`src/rtl/flash_loader.sv`:
```
// Copies in_len flash words into RAM via the flash serial controller.
// Ports: start/busy/done/error handshake, flash controller drive and
// read-back, single-port RAM write. FLASH_LOADER_CHECKSUM_EN adds
// out_checksum, a running XOR of all words written.
module flash_loader #(
  parameter int WORD_BITS      = 8,
  parameter int ADDRESS_WORDS  = 2,
  parameter int MEM_ADDR_BITS  = 12,
  parameter int LEN_BITS       = 16,
  parameter int TIMEOUT_CYCLES = 65536,
  parameter int RELEASE_CYCLES = 16
) (
  input  logic                               in_clk,
  input  logic                               in_rst,
  input  logic                               in_start,
  input  logic [ADDRESS_WORDS*WORD_BITS-1:0] in_flash_addr,
  input  logic [MEM_ADDR_BITS-1:0]           in_mem_addr,
  input  logic [LEN_BITS-1:0]                in_len,
  output logic                               out_busy,
  output logic                               out_done,
  output logic                               out_error,
  output logic [LEN_BITS-1:0]                out_words_loaded,
  output logic                               out_flash_enable,
  output logic                               out_flash_write,
  output logic                               out_flash_erase,
  output logic [ADDRESS_WORDS*WORD_BITS-1:0] out_flash_addr,
  input  logic [WORD_BITS-1:0]               in_flash_data,
  input  logic                               in_flash_word_finished,
  output logic                               out_mem_write,
  output logic [MEM_ADDR_BITS-1:0]           out_mem_addr,
  output logic [WORD_BITS-1:0]               out_mem_data
`ifdef FLASH_LOADER_CHECKSUM_EN
  ,
  output logic [WORD_BITS-1:0]               out_checksum
`endif
);

  localparam int TW = $clog2(TIMEOUT_CYCLES + 1);
  localparam int RW = $clog2(RELEASE_CYCLES + 1);

  typedef enum logic [1:0] {
    IDLE, READ, RELEASE, DONE
  } state_t;

  state_t state_q, state_d;

  logic s1, s2, s3;
  logic rise;
  logic start_ok, word_hit, tmo_hit;
  logic [LEN_BITS-1:0]      len_q;
  logic [LEN_BITS-1:0]      words_q;
  logic [MEM_ADDR_BITS-1:0] base_q;
  logic [TW-1:0]            tmo_q;
  logic [RW-1:0]            rel_q;

  // word_finished is a slow level from the serial domain
  assign rise = s2 & ~s3;

  assign out_words_loaded = words_q;
  assign out_flash_write  = 1'b0;
  assign out_flash_erase  = 1'b0;
  assign out_busy         = (state_q == READ) | (state_q == RELEASE);
  assign out_done         = (state_q == DONE);
  assign out_flash_enable = (state_q == READ);

  always_ff @(posedge in_clk or negedge in_rst) begin
    if (!in_rst) state_q <= IDLE;
    else         state_q <= state_d;
  end

  always_comb begin
    state_d  = state_q;
    start_ok = 1'b0;
    word_hit = 1'b0;
    tmo_hit  = 1'b0;
    unique case (state_q)
      IDLE: begin
        if (in_start) begin
          start_ok = 1'b1;
          state_d  = (in_len == '0) ? DONE : READ;
        end
      end
      READ: begin
        if (words_q == len_q) begin
          state_d = RELEASE;
        end else if (rise) begin
          word_hit = 1'b1;
        end else if (tmo_q == TW'(TIMEOUT_CYCLES - 1)) begin
          tmo_hit = 1'b1;
          state_d = RELEASE;
        end
      end
      RELEASE: begin
        if (rel_q == RW'(RELEASE_CYCLES - 1)) state_d = DONE;
      end
      DONE: state_d = IDLE;
      default: state_d = IDLE;
    endcase
  end

  always_ff @(posedge in_clk or negedge in_rst) begin
    if (!in_rst) begin
      s1             <= 1'b0;
      s2             <= 1'b0;
      s3             <= 1'b0;
      len_q          <= '0;
      words_q        <= '0;
      base_q         <= '0;
      tmo_q          <= '0;
      rel_q          <= '0;
      out_error      <= 1'b0;
      out_flash_addr <= '0;
      out_mem_write  <= 1'b0;
      out_mem_addr   <= '0;
      out_mem_data   <= '0;
    end else begin
      s1            <= in_flash_word_finished;
      s2            <= s1;
      s3            <= s2;
      out_mem_write <= word_hit;
      rel_q         <= (state_q == RELEASE) ? rel_q + 1'b1 : '0;
      if (start_ok) begin
        len_q          <= in_len;
        base_q         <= in_mem_addr;
        out_flash_addr <= in_flash_addr;
        words_q        <= '0;
        out_error      <= 1'b0;
        tmo_q          <= '0;
      end
      if (word_hit) begin
        out_mem_data <= in_flash_data;
        out_mem_addr <= base_q + MEM_ADDR_BITS'(words_q);
        words_q      <= words_q + 1'b1;
        tmo_q        <= '0;
      end else if (state_q == READ) begin
        tmo_q <= tmo_q + 1'b1;
      end
      if (tmo_hit) out_error <= 1'b1;
    end
  end

`ifdef FLASH_LOADER_CHECKSUM_EN
  always_ff @(posedge in_clk or negedge in_rst) begin
    if (!in_rst)       out_checksum <= '0;
    else if (start_ok) out_checksum <= '0;
    else if (word_hit) out_checksum <= out_checksum ^ in_flash_data;
  end
`endif

endmodule

```
`config.mk`:
```
export PLATFORM = sky130hd
export DESIGN_NAME = flash_loader
export DESIGN_NICKNAME = d
export VERILOG_FILES = /design/src/rtl/flash_loader.sv
export SDC_FILE = /design/constraint.sdc
export NUM_CORES = 1
export LEC_CHECK = 0
export ABC_AREA = 1
export CORE_MARGIN = 4
export CORE_UTILIZATION = 50
export DETAILED_ROUTE_END_ITERATION = 6
export GPL_ROUTABILITY_DRIVEN = 0
export GPL_TIMING_DRIVEN = 0
export PLACE_DENSITY = 0.87
export SYNTH_ARGS = -nofsm -noshare
export SYNTH_HDL_FRONTEND = slang
export SYNTH_SLANG_ARGS = --single-unit
```
`constraint.sdc`:
```
create_clock -name in_clk -period 3.7 [get_ports in_clk]
set_input_delay 0.74 -clock in_clk [delete_from_list [all_inputs] [get_ports in_clk]]
set_output_delay 0.74 -clock in_clk [all_outputs]
set_load 0.02 [all_outputs]
```
==> results of run 1 <==
-- through the flow --
stage,std cells,hold WS [ns],worst slack (ns)
after global routing,1005,0.373,0.907
final,1005,0.352,0.994
after global placement,988,0.332,-2.23
after floorplan,736,0.331,1.85
after CTS,1005,0.353,0.968
after detailed placement,989,0.336,1.10
-- how the worst max path moves through the flow --
stage                                    startpoint                        endpoint  slack (ns)  cells past startpoint
floorplan           out_words_loaded[0]$_DFFE_PN0P_     out_mem_addr[6]$_DFFE_PN0P_        1.85                      7
global placement                             in_rst  out_flash_addr[12]$_DFFE_PN0P_       -2.23                      1
detailed placement                         in_start            tmo_q[7]$_DFFE_PN0P_        1.10                      7
CTS                          state_q[1]$_DFFE_PN0P_                out_flash_enable        0.97                      3
global route                 state_q[1]$_DFFE_PN0P_                out_flash_enable        0.91                      3
finish                       state_q[1]$_DFFE_PN0P_                out_flash_enable        0.99                      3
-- routing by layer --
layer | wire [um] | vias up | part of all wire | GRT usage
li1 | - | 2545 | - | -
met1 | 6060 | 2333 | 0.44 | 0.292
met2 | 6580 | 138 | 0.48 | 0.360
met3 | 922 | 19 | 0.067 | 0.0532
met4 | 216 | 0 | 0.016 | 0.0610
met5 | 0 | - | 0 | 0
-- power by group --
group	total (mW)	switching [mW]	internal [mW]
sequential	1.83	0.261	1.57
combinational	2.04	1.18	0.857
clock	1.04	0.440	0.598
-- area by class of cell --
class	count	share of cell area
Sequential cell	109	0.369
Multi-Input combinational cell	526	0.352
Timing Repair Buffer	113	0.155
Inverter	78	0.0396
Clock buffer	11	0.0315
Tap cell	140	0.0237
Buffer	23	0.0184
Clock inverter	5	0.0112
-- registers in the layout, summed over array words and instances (netlist names) --
signal            count
base_q               12
len_q                16
out_error             1
out_flash_addr       16
out_mem_addr         12
out_mem_data          8
out_mem_write         1
out_words_loaded     16
rel_q                 5
s1                    1
s2                    1
s3                    1
state_q               2
tmo_q                17
-- worst max-delay path: stages, from the launching register on --
cell                              delay [ns]
sky130_fd_sc_hd__dfrtp_1                0.43
sky130_fd_sc_hd__inv_1                  0.12
sky130_fd_sc_hd__ha_1                   0.37
sky130_fd_sc_hd__clkdlybuf4s50_1        0.69
-- cells by family after synthesis --
kind of cell / after synthesis / synth area share
AND/OR/NAND/NOR: 391 / 0.275
flip-flops: 109 / 0.474
buffers and inverters: 101 / 0.0746
AO/OA/AOI/OAI: 76 / 0.0733
XOR/XNOR: 35 / 0.0533
adder cells (fa/ha/maj): 22 / 0.0492
other: 1 / 0.000652
-- cell usage in the layout, fill, tap and decap left out, drive strengths merged, types with 2 or more instances in the layout --
cell           Yosys  layout
inv               78      80
bufinv             0       2
buf               12      14
nor3               6       6
xor2              26      26
nand3             43      43
nor2              47      47
dfrtp            109     109
nand2            280     280
xnor2              9       9
clkbuf            11      22
ha                21      21
clkdlybuf4s50      0     111
o21ai             64      64
conb               1       2
nand4             13      13
a21oi             10      10
==> summary by stage, run 1 <==
Run status
The run finished with clean final reports.

Setup path
The data required time of the critical path is 2.96 ns. The worst setup path is of the flip-flop to primary output kind. The number of cell instances on the worst register-to-register path is 12. In this run the register-to-register setup slack is 1.49 ns. The worst setup path is launched from a flip-flop. The endpoint class of the critical path is a primary output. The largest driver fanout on the critical path is 7.

The terminus of the critical flop-to-flop path is state_q[1]$_DFFE_PN0P_. The startpoint identified for the worst register-to-register timing path is tmo_q[3]$_DFFE_PN0P_. The data arrival time of the worst path is 1.97 ns.

Clock network
The tree built by TritonCTS fans out to 109 sinks. In this run the number of H-tree levels came out at 3. Once the clock tree was built, the setup fixing pass inserted 0 buffers. The clock insertion delay at the later pin of the skew report is 0.35 ns. CTS placed an instance of sky130_fd_sc_hd__clkbuf_16 at the clock tree root. TritonCTS created 9 clock buffers.

The clock input transition at the sequential cells of the worst setup and hold paths is 0.08 ns. The count of hold buffers inserted by post-cts repair is 0. The CTS tree is yes.

The clock passes through at most 2 buffers. The count of instances resized after the clock tree is built is 0.

Cells and area
Across the whole layout, storage elements account for between 0.002 and 0.003 mm^2. The count of inserted antenna diode cells is 0. The area taken by multi-input logic gates is approximately 0.0026 mm^2. The net count of the finished layout is 938.

The ratio of cells with drive above 1 in the final layout is 0.0578. For this run, the share of the core covered by cells in the final layout is 0.670. The area of all placed cells without fillers is between 0.007 and 0.008 mm^2. The area added between synthesis and finish is 28.5%. Fill cells in the final layout number 905.

STA
Setup violations remaining at the end of the flow were counted as 0. Derived from the worst setup path, the maximum achievable clock frequency is between 300 and 400 MHz. The transition time at the pin with the least slew margin is 0.717 ns. The worst setup skew after layout is 0.0118 ns. In this run the tightest slew margin relative to its limit is 0.522.

The number of hold violations in the final report came to 0. Setup repair after global routing left no endpoint under its margin. For the finished layout, the period the worst path requires is roughly 2.7 ns. The post-route fraction of the period consumed by the critical path is 0.731. The total count of max-transition violations in the final report is 0. Summed over all failing endpoints, the final setup total negative slack is 0 ns.

Placement
The count of input and output buffers is roughly 110. The post-place instance area is 0.00708 mm^2. The final HPWL from detailed placement is 10.1 mm.

Synth
The number of warnings issued by yosys is 0. In the synthesized netlist the dominant register cell turns out to be sky130_fd_sc_hd__dfrtp_1. The number of different library cells in the post-synthesis netlist is 27. In the synthesized netlist, the cells that appear most often are sky130_fd_sc_hd__nand2_1 (278), sky130_fd_sc_hd__dfrtp_1 (109), sky130_fd_sc_hd__inv_1 (68), sky130_fd_sc_hd__o21ai_0 (53), sky130_fd_sc_hd__nor2_1 (47). Counting flops and latches in the post-synthesis netlist gives 109. After synthesis, the share of flip-flops with an asynchronous set or reset is 1.00. The post-synthesis sequential area ratio is 0.474.

The cell type contributing the most total cell area after synthesis is sky130_fd_sc_hd__dfrtp_1. The most instantiated library cell after synthesis is sky130_fd_sc_hd__nand2_1. By area the synthesized netlist is led by sky130_fd_sc_hd__dfrtp_1 (47%), sky130_fd_sc_hd__nand2_1 (18%), sky130_fd_sc_hd__o21ai_0 (4.6%).

The average cell area after synthesis is 7.83 um^2. The number of enable-type register cells in the synthesized netlist is 0. The portion of synthesized cell area occupied by the leading cell type is 0.474.

Synthesis handed over a netlist of 735 instances. The cell area that synthesis handed to floorplanning was 0.00575 mm^2.

Hold path
The worst-case hold path end point is s2$_DFF_PN0_. The worst hold path passes through 0 cells. In this run the most critical hold path is launched from s1$_DFF_PN0_. The worst min-delay path category is flip-flop to flip-flop.

Floorplan
The die width is 115 um. Measured along the y axis, the die boundary spans 115 um. The area of the core region is 0.0110 mm^2. The number of core rows is 38. The floorplan die area is roughly 0.013 mm^2. The effective utilization at floorplan is 0.522. Pin placement for this block handled 115 I/O pins.

Route
The average wire per standard cell is 13.7 um. The via count of the routed design is around 5.0k. The via count normalized by instance count is 5.01. For this block, the routed nets add up to 13.8 mm of wire. The pre-antenna-repair detailed-routing pass consisted of 5 iterations. The count of routing violations after the opening detailed-route iteration is 279. The DRC violations left is 0. The count of nets left with antenna violations once routing finished came out at 0.

Power and ir drop
For this design the ratio of total power to cell area is about 660 mW/mm^2. The worst supply voltage drop on vdd is approximately 0.00042 V. Total power for the finished layout comes to 4.91 mW. For this design the static power due to leakage is 3.54 nW.

Global routing
Entering global routing, the biggest net connects 56 pins. For this run, the total global-route usage over all layers was measured as 0.219. The total congestion overflow is 0. The number of global-route vias before repair is 4,994. The initial antenna violation count is 0. The first global-routing pass estimated 23.4 mm of wire.

Run
Across the run, the number of max-cap violations was 0.
(Power assumes the default switching activity.)
==> run 2, diff against run 1 <==
--- a/config.mk
+++ b/config.mk
@@ -7,11 +7,11 @@
 export LEC_CHECK = 0
 export ABC_AREA = 1
 export CORE_MARGIN = 4
-export CORE_UTILIZATION = 50
+export CORE_UTILIZATION = 47
 export DETAILED_ROUTE_END_ITERATION = 6
 export GPL_ROUTABILITY_DRIVEN = 0
 export GPL_TIMING_DRIVEN = 0
-export PLACE_DENSITY = 0.87
+export PLACE_DENSITY = 0.86
 export SYNTH_ARGS = -nofsm -noshare
 export SYNTH_HDL_FRONTEND = slang
 export SYNTH_SLANG_ARGS = --single-unit
==> constraint.sdc (replaced) <==
create_clock -name in_clk -period 2.42 [get_ports in_clk]
set_input_delay 0.484 -clock in_clk [delete_from_list [all_inputs] [get_ports in_clk]]
set_output_delay 0.484 -clock in_clk [all_outputs]
set_load 0.02 [all_outputs]
==> summary by stage, run 2 (synthesized netlist as in run 1, its figures left out) <==
Run status
The run finished with clean final reports.

Setup path
STA classifies the critical path startpoint as a flip-flop. Across all register-to-register paths, the minimum setup slack is around 0.26 ns. Counting cells, the worst reg-to-reg path comes to 8. Along the worst path, the maximum fanout reaches 4.

The data required time of the critical path is 1.94 ns. The path type of the worst setup path is flip-flop to primary output. The terminus of the critical flop-to-flop path is tmo_q[15]$_DFFE_PN0P_. The worst setup path is captured at a primary output. Tracing the worst setup path back leads to its startpoint at state_q[0]$_DFFE_PN0P_. The startpoint identified for the worst register-to-register timing path is state_q[0]$_DFFE_PN0P_. The data arrival time of the worst path is 1.81 ns. The critical path ends at out_busy.

Placement
The worst slack at placement is approximately 0.063 ns. The count of input and output buffers is ~110. The wire-length estimate of the detail-placed layout is 10.3 mm.

Global routing
After global routing, the most crowded layer is met2. In the global route stage, met1 resource usage came out at 0.254. The initial antenna violation count is 0. In the global route stage, overall resource usage came out at 0.205.

The maximum number of pins on one net before global-route repair is 63. The total congestion overflow is 0. The global-route met2 utilization is 0.340.

The met3 track utilization from global routing is 0.0694. The global-route wire length before repair is 23.4 mm. The number of global-route vias before repair is 4,976.

Route
The DRC violations left is 0. The count of routing violations after the opening detailed-route iteration is 323. The via count of the routed design is 5,064. After detailed routing, the total wire length is between 10 and 15 mm.

The count of nets left with antenna violations once routing finished came out at 0. The average wire per standard cell is 13.8 um. The via count normalized by instance count is 5.00. The total iterations of the first detailed-routing run is 5.

Cells and area
The top cell types in the final layout, fill and taps aside, are sky130_fd_sc_hd__nand2_1 (278), sky130_fd_sc_hd__clkdlybuf4s50_1 (110), sky130_fd_sc_hd__dfrtp_1 (109). tmo_q holds more flip-flops than any other register. The number of fillers in the final layout is 1,049.

Summing all flip-flop and latch instances after layout gives 0.00273 mm^2. Summing all multi-input logic gate instances after layout gives 0.00261 mm^2. Relative to the synthesized area, the layout overhead comes to 28.7%. Of the cells placed in the final design, the portion with a size suffix greater than 1 is 0.0624.

The flip-flop count of the largest register after layout is 17. The most common library cell in the layout ignoring fill and taps is sky130_fd_sc_hd__nand2_1. The net count of the finished layout is 938.

The count of inserted antenna diode cells is 0.

Floorplan
The total area inside the core boundary comes to 0.0120 mm^2. The die width is 119 um. The die covers roughly 0.014 mm^2.

The top-level I/O count is 115. The effective utilization at floorplan is 0.479. The number of core rows is 40. The die is around 120 um tall.

Clock network
Counting every sink on the clock net gives 109. The clock input transition at the sequential cells of the worst setup and hold paths is about 0.070 ns. Clock tree synthesis inserted a total of 9 buffers. The level count of the clock H-tree is 3.

The tree is rooted in a sky130_fd_sc_hd__clkbuf_16. The maximum number of buffers from clock root to sink is 2. In this run the post-CTS setup repair buffer count came out at 0. TritonCTS built the clock tree. For the worst-skew pair, the clock arrives at the later sink with an insertion delay of 0.36 ns.

Run
Across the run, the number of max-cap violations was 0.

Power and ir drop
Of the total power, the clock network draws 0.205. Of the total power, combinational logic draws 0.418. Of the total power, the share spent switching nets is 0.390.

The internal portion of the total power is about 4.6 mW. The total power per unit cell area is 1010 mW/mm^2. The analysis attributes to cell leakage a power of 3.55 nW.

The share of total power dissipated in sequential elements is 0.377. The analysis attributes to net switching a power of 2.91 mW. Across the VDD grid, the largest voltage drop is 0.000598 V.

STA
The post-route fraction of the period consumed by the critical path is 0.947. The worst hold slack is 0.156 ns. The total of endpoints with negative setup slack in the final report is 0. Setup slack closes at 0.129 ns.

Setup repair after global routing left no endpoint under its margin. The time the final worst path needs with I/O delays and setup is 2.29 ns. The worst setup skew after layout is roughly 0.0063 ns. The fmax is roughly 440 MHz. The transition time at the pin with the least slew margin is 0.635 ns. The total count of max-transition violations in the final report is 0. The number of hold violations in the final report was 0.

The worst slew slack as a fraction of its limit is 0.576.

Hold path
The worst min-delay path category is primary input to asynchronous set/reset pin.
[run 2: layout make-up]
| cell class | instances | area share |
|---|---|---|
| sequential | 109 | 0.368 |
| tap | 147 | 0.0248 |
| clock inverter | 6 | 0.00946 |
| timing repair buffer | 113 | 0.155 |
| multi-input combinational | 526 | 0.352 |
| buffer | 23 | 0.0184 |
| clock buffer | 10 | 0.0323 |
| inverter | 78 | 0.0395 |
[run 2: worst min-delay path by stage]
stage,start,endpoint,slack (ns)
CTS,in_rst,len_q[9]$_DFFE_PN0P_,0.17
global route,in_rst,out_mem_data[5]$_DFFE_PN0P_,0.20
floorplan,in_rst,base_q[0]$_DFFE_PN0P_,0.19
global placement,s1$_DFF_PN0_,s2$_DFF_PN0_,0.34
finish,in_rst,base_q[7]$_DFFE_PN0P_,0.16
detailed placement,s1$_DFF_PN0_,s2$_DFF_PN0_,0.34
[run 2: worst max-delay path, cell delays in order (launching register included)]
cell and delay (ns):
sky130_fd_sc_hd__dfrtp_1 0.42, sky130_fd_sc_hd__inv_1 0.10, sky130_fd_sc_hd__ha_1 0.31, sky130_fd_sc_hd__clkdlybuf4s50_1 0.62
[run 2: power by group through the flow]
stage	combinational, mW	sequential [mW]	clock [mW]
after detailed placement	3.13	2.83	0
after global routing	3.47	2.90	1.63
after global placement	3.04	2.81	0
after CTS	3.15	2.81	1.56
after floorplan	1.53	3.13	0
final	3.12	2.81	1.53
[run 2: repair_timing]
| action | CTS | global route |
|---|---|---|
| endpoints found under the hold margin | 0 | 0 |
| resized for setup | 1 | 2 |
| hold buffers | 0 | 0 |
| gates cloned | 0 | 0 |
| setup endpoints to repair | 1 | 3 |
[run 2: routing by layer]
layer  part of all wire  routed length [um]
met3              0.066                 920
met2               0.49                6800
met1               0.43                6060
met5                  0                   0
met4              0.016                 225
[run 2: per-stage QoR]
stage | std cells | power, mW | cell area, um^2 | utilization | setup TNS (ns)
2_1_floorplan | 736 | 4.66 | 5760 | - | 0
3_3_place_gp | 995 | 5.85 | 7060 | 0.588 | -354.35
3_5_place_dp | 996 | 5.96 | 7090 | 0.590 | 0
4_1_cts | 1012 | 7.52 | 7400 | 0.616 | 0
5_1_grt | 1012 | 8.00 | 7400 | 0.616 | 0
6_report | 1012 | 7.46 | 7400 | 0.616 | 0
==> run 3, diff against run 2 <==
--- a/config.mk
+++ b/config.mk
@@ -10,7 +10,6 @@
 export CORE_UTILIZATION = 47
 export DETAILED_ROUTE_END_ITERATION = 6
 export GPL_ROUTABILITY_DRIVEN = 0
-export GPL_TIMING_DRIVEN = 0
 export PLACE_DENSITY = 0.86
 export SYNTH_ARGS = -nofsm -noshare
 export SYNTH_HDL_FRONTEND = slang
==> summary by stage, run 3 (synthesized netlist as in run 1, its figures left out) <==
STA
The time the final worst path needs with I/O delays and setup is 2.31 ns. Headroom to the max-slew limit came out at 0.280. Setup violations remaining at the end of the flow were counted as 0. The total count of max-transition violations in the final report is 0.

Across all setup checks in the final design, the least slack found is 0.107 ns. For the pin with the worst max-slew slack, the measured transition is 1.08 ns. The setup total negative slack is 0 ns.

Setup repair after global routing left no endpoint under its margin. Dividing the final minimum period by the clock period gives 0.956. The number of hold violations in the final report was 0. The fmax is 432 MHz. The worst setup skew after layout is 0.00882 ns.

Route
The DRC violations left is 0. The average wire per standard cell is 13.1 um. The via count normalized by instance count is 4.94. The pre-antenna-repair detailed-routing pass consisted of 4 iterations. The count of routing violations after the opening detailed-route iteration is 219.

The remaining antenna violation count after routing is 0. After detailed routing, the total wire length is between 10 and 15 mm. Summing over every cut layer, the via total after detailed routing is 4,929.

Setup path
The startpoint type of the worst setup path is a flip-flop. The endpoint identified for the worst register-to-register timing path is out_words_loaded[11]$_DFFE_PN0P_. The data arrival time of the worst path is approximately 1.8 ns. In this run the critical register-to-register path is launched from out_words_loaded[3]$_DFFE_PN0P_. The number of cell instances on the worst register-to-register path is 11. The slack of the worst reg-to-reg path is 0.40 ns. Along the worst path, the maximum fanout reaches 7.

STA classifies the critical path endpoint as a primary output. By startpoint and endpoint, the worst setup path is classified as flip-flop to primary output. The data required time of the critical path is 1.94 ns.

Power and ir drop
The worst-case IR drop observed on VDD is ~0.00091 V. The analysis attributes to cell leakage a power of 3.49 nW. The total power per unit cell area is 994 mW/mm^2.

Global routing
The total congestion overflow is 0. The global-route usage over all layers is 0.191. The initial antenna violation count is 0. The first global-routing pass estimated 22.2 mm of wire. The number of global-route vias before repair was 4,880. The maximum number of pins on one net before global-route repair is 70.

Cells and area
From synthesis to final layout, the design area changed by 26.9%. The area taken by multi-input logic gates is between 0.002 and 0.003 mm^2. The flip-flop count of the largest register after layout is 17. The repair_antennas step left the layout with diodes totalling 0. The net count of the finished layout is 923.

Ranked by flip-flop count, first place goes to tmo_q. Leaving out fill and tap cells, the most frequent cells in the layout are sky130_fd_sc_hd__nand2_1 (277), sky130_fd_sc_hd__clkdlybuf4s50_1 (111), sky130_fd_sc_hd__dfrtp_1 (109). Of the cells placed in the final design, the portion with a size suffix greater than 1 is 0.0588.

The number of fillers in the final layout is 1,048. The sequential cell area is 0.00273 mm^2. The library cell used most frequently in the layout, excluding fill and tap cells, is sky130_fd_sc_hd__nand2_1.

Clock network
The total clock sinks is 109. Clock latency on the worst-skew pair, taken at its later pin, is approximately 0.36 ns. In this run, CTS created clock tree buffers numbering 9. The clock input transition at the sequential cells of the worst setup and hold paths is roughly 0.070 ns. The CTS tree is yes. The level count of the clock H-tree is 3.

The maximum number of buffers from clock root to sink is 2. The tree is rooted in a sky130_fd_sc_hd__clkbuf_16. The count of hold buffers inserted by post-cts repair is 0.

Floorplan
After floorplanning, the core was sized to cover 0.0120 mm^2. The die is 119 um tall. The number of core rows is 40. The die covers 0.0141 mm^2. Measured along the x axis, the die boundary spans 119 um. The top-level I/O count is 115. The initial utilization of the core area, before any placement, comes to 0.479.

Placement
The final HPWL from detailed placement is 9.46 mm. The count of input and output buffers is between 100 and 150. OpenSTA, run right after detailed placement, puts the worst setup slack at 0.209 ns.

Hold path
The tightest min-delay check is of the primary input to asynchronous set/reset pin type.

Run
The max-capacitance violation count is 0.

Run status
The run finished with clean final reports.
-- run 3: cell count changes in the layout (fill, tap and decap cells not counted), sizes merged --
cell / before / now
buf: 14 / 10
bufinv: 1 / 0
clkbuf: 21 / 10
clkdlybuf4s50: 110 / 111
clkinv: 3 / 1
clkinvlp: 0 / 1
dlymetal6s2s: 1 / 0
inv: 80 / 82
-- run 3: area by class of cell --
type	instances	share of cell area
Sequential cell	109	0.374
Multi-Input combinational cell	526	0.357
Timing Repair Buffer	121	0.164
Inverter	78	0.0401
Clock buffer	10	0.0327
Tap cell	147	0.0252
Clock inverter	6	0.00703
-- run 3: worst max-delay path by stage --
stage                     cells after the start                          end  slack [ns]                             from
final                                         3             out_flash_enable        0.11           state_q[1]$_DFFE_PN0P_
after global routing                          3             out_flash_enable        0.02           state_q[1]$_DFFE_PN0P_
after CTS                                     3             out_flash_enable        0.09           state_q[1]$_DFFE_PN0P_
after detailed placement                      6         tmo_q[9]$_DFFE_PN0P_        0.21                         in_start
after floorplan                               7  out_mem_addr[6]$_DFFE_PN0P_        0.57  out_words_loaded[0]$_DFFE_PN0P_
after global placement                        6        tmo_q[13]$_DFFE_PN0P_        0.28                         in_start
-- run 3: critical path: stages, from the launching register on --
cell                              delay (ns)
sky130_fd_sc_hd__dfrtp_1                0.41
sky130_fd_sc_hd__inv_1                  0.12
sky130_fd_sc_hd__ha_2                   0.29
sky130_fd_sc_hd__clkdlybuf4s50_1        0.65
-- run 3: repair_timing --
item,CTS,global route
hold endpoints to repair,0,0
buffers inserted,0,0
gates resized for setup,1,0
endpoints found under the setup margin,1,0
-- run 3: power breakdown --
part / total, mW / switching (mW) / internal (mW) / leakage (nW)
clock: 1.44 / 0.696 / 0.743 / 0.140
combinational: 3.03 / 1.76 / 1.27 / 1.94
sequential: 2.79 / 0.391 / 2.40 / 1.41
-- run 3: metal layers --
layer | global-route usage | part of all wire | vias up
li1 | - | - | 2520
met1 | 0.231 | 0.43 | 2269
met2 | 0.321 | 0.48 | 128
met3 | 0.0675 | 0.073 | 12
met4 | 0.0587 | 0.011 | 0
met5 | 0 | 0 | -
-- run 3: per-stage QoR --
step | util | hold WS [ns] | cells | area (um^2) | total power, mW
floorplan | - | 0.188 | 736 | 5760 | 4.66
global placement | 0.583 | 0.336 | 981 | 7010 | 5.77
detailed placement | 0.583 | 0.341 | 981 | 7010 | 5.86
CTS | 0.608 | 0.101 | 997 | 7300 | 7.34
global route | 0.608 | 0.117 | 997 | 7300 | 7.80
finish | 0.608 | 0.0904 | 997 | 7300 | 7.25
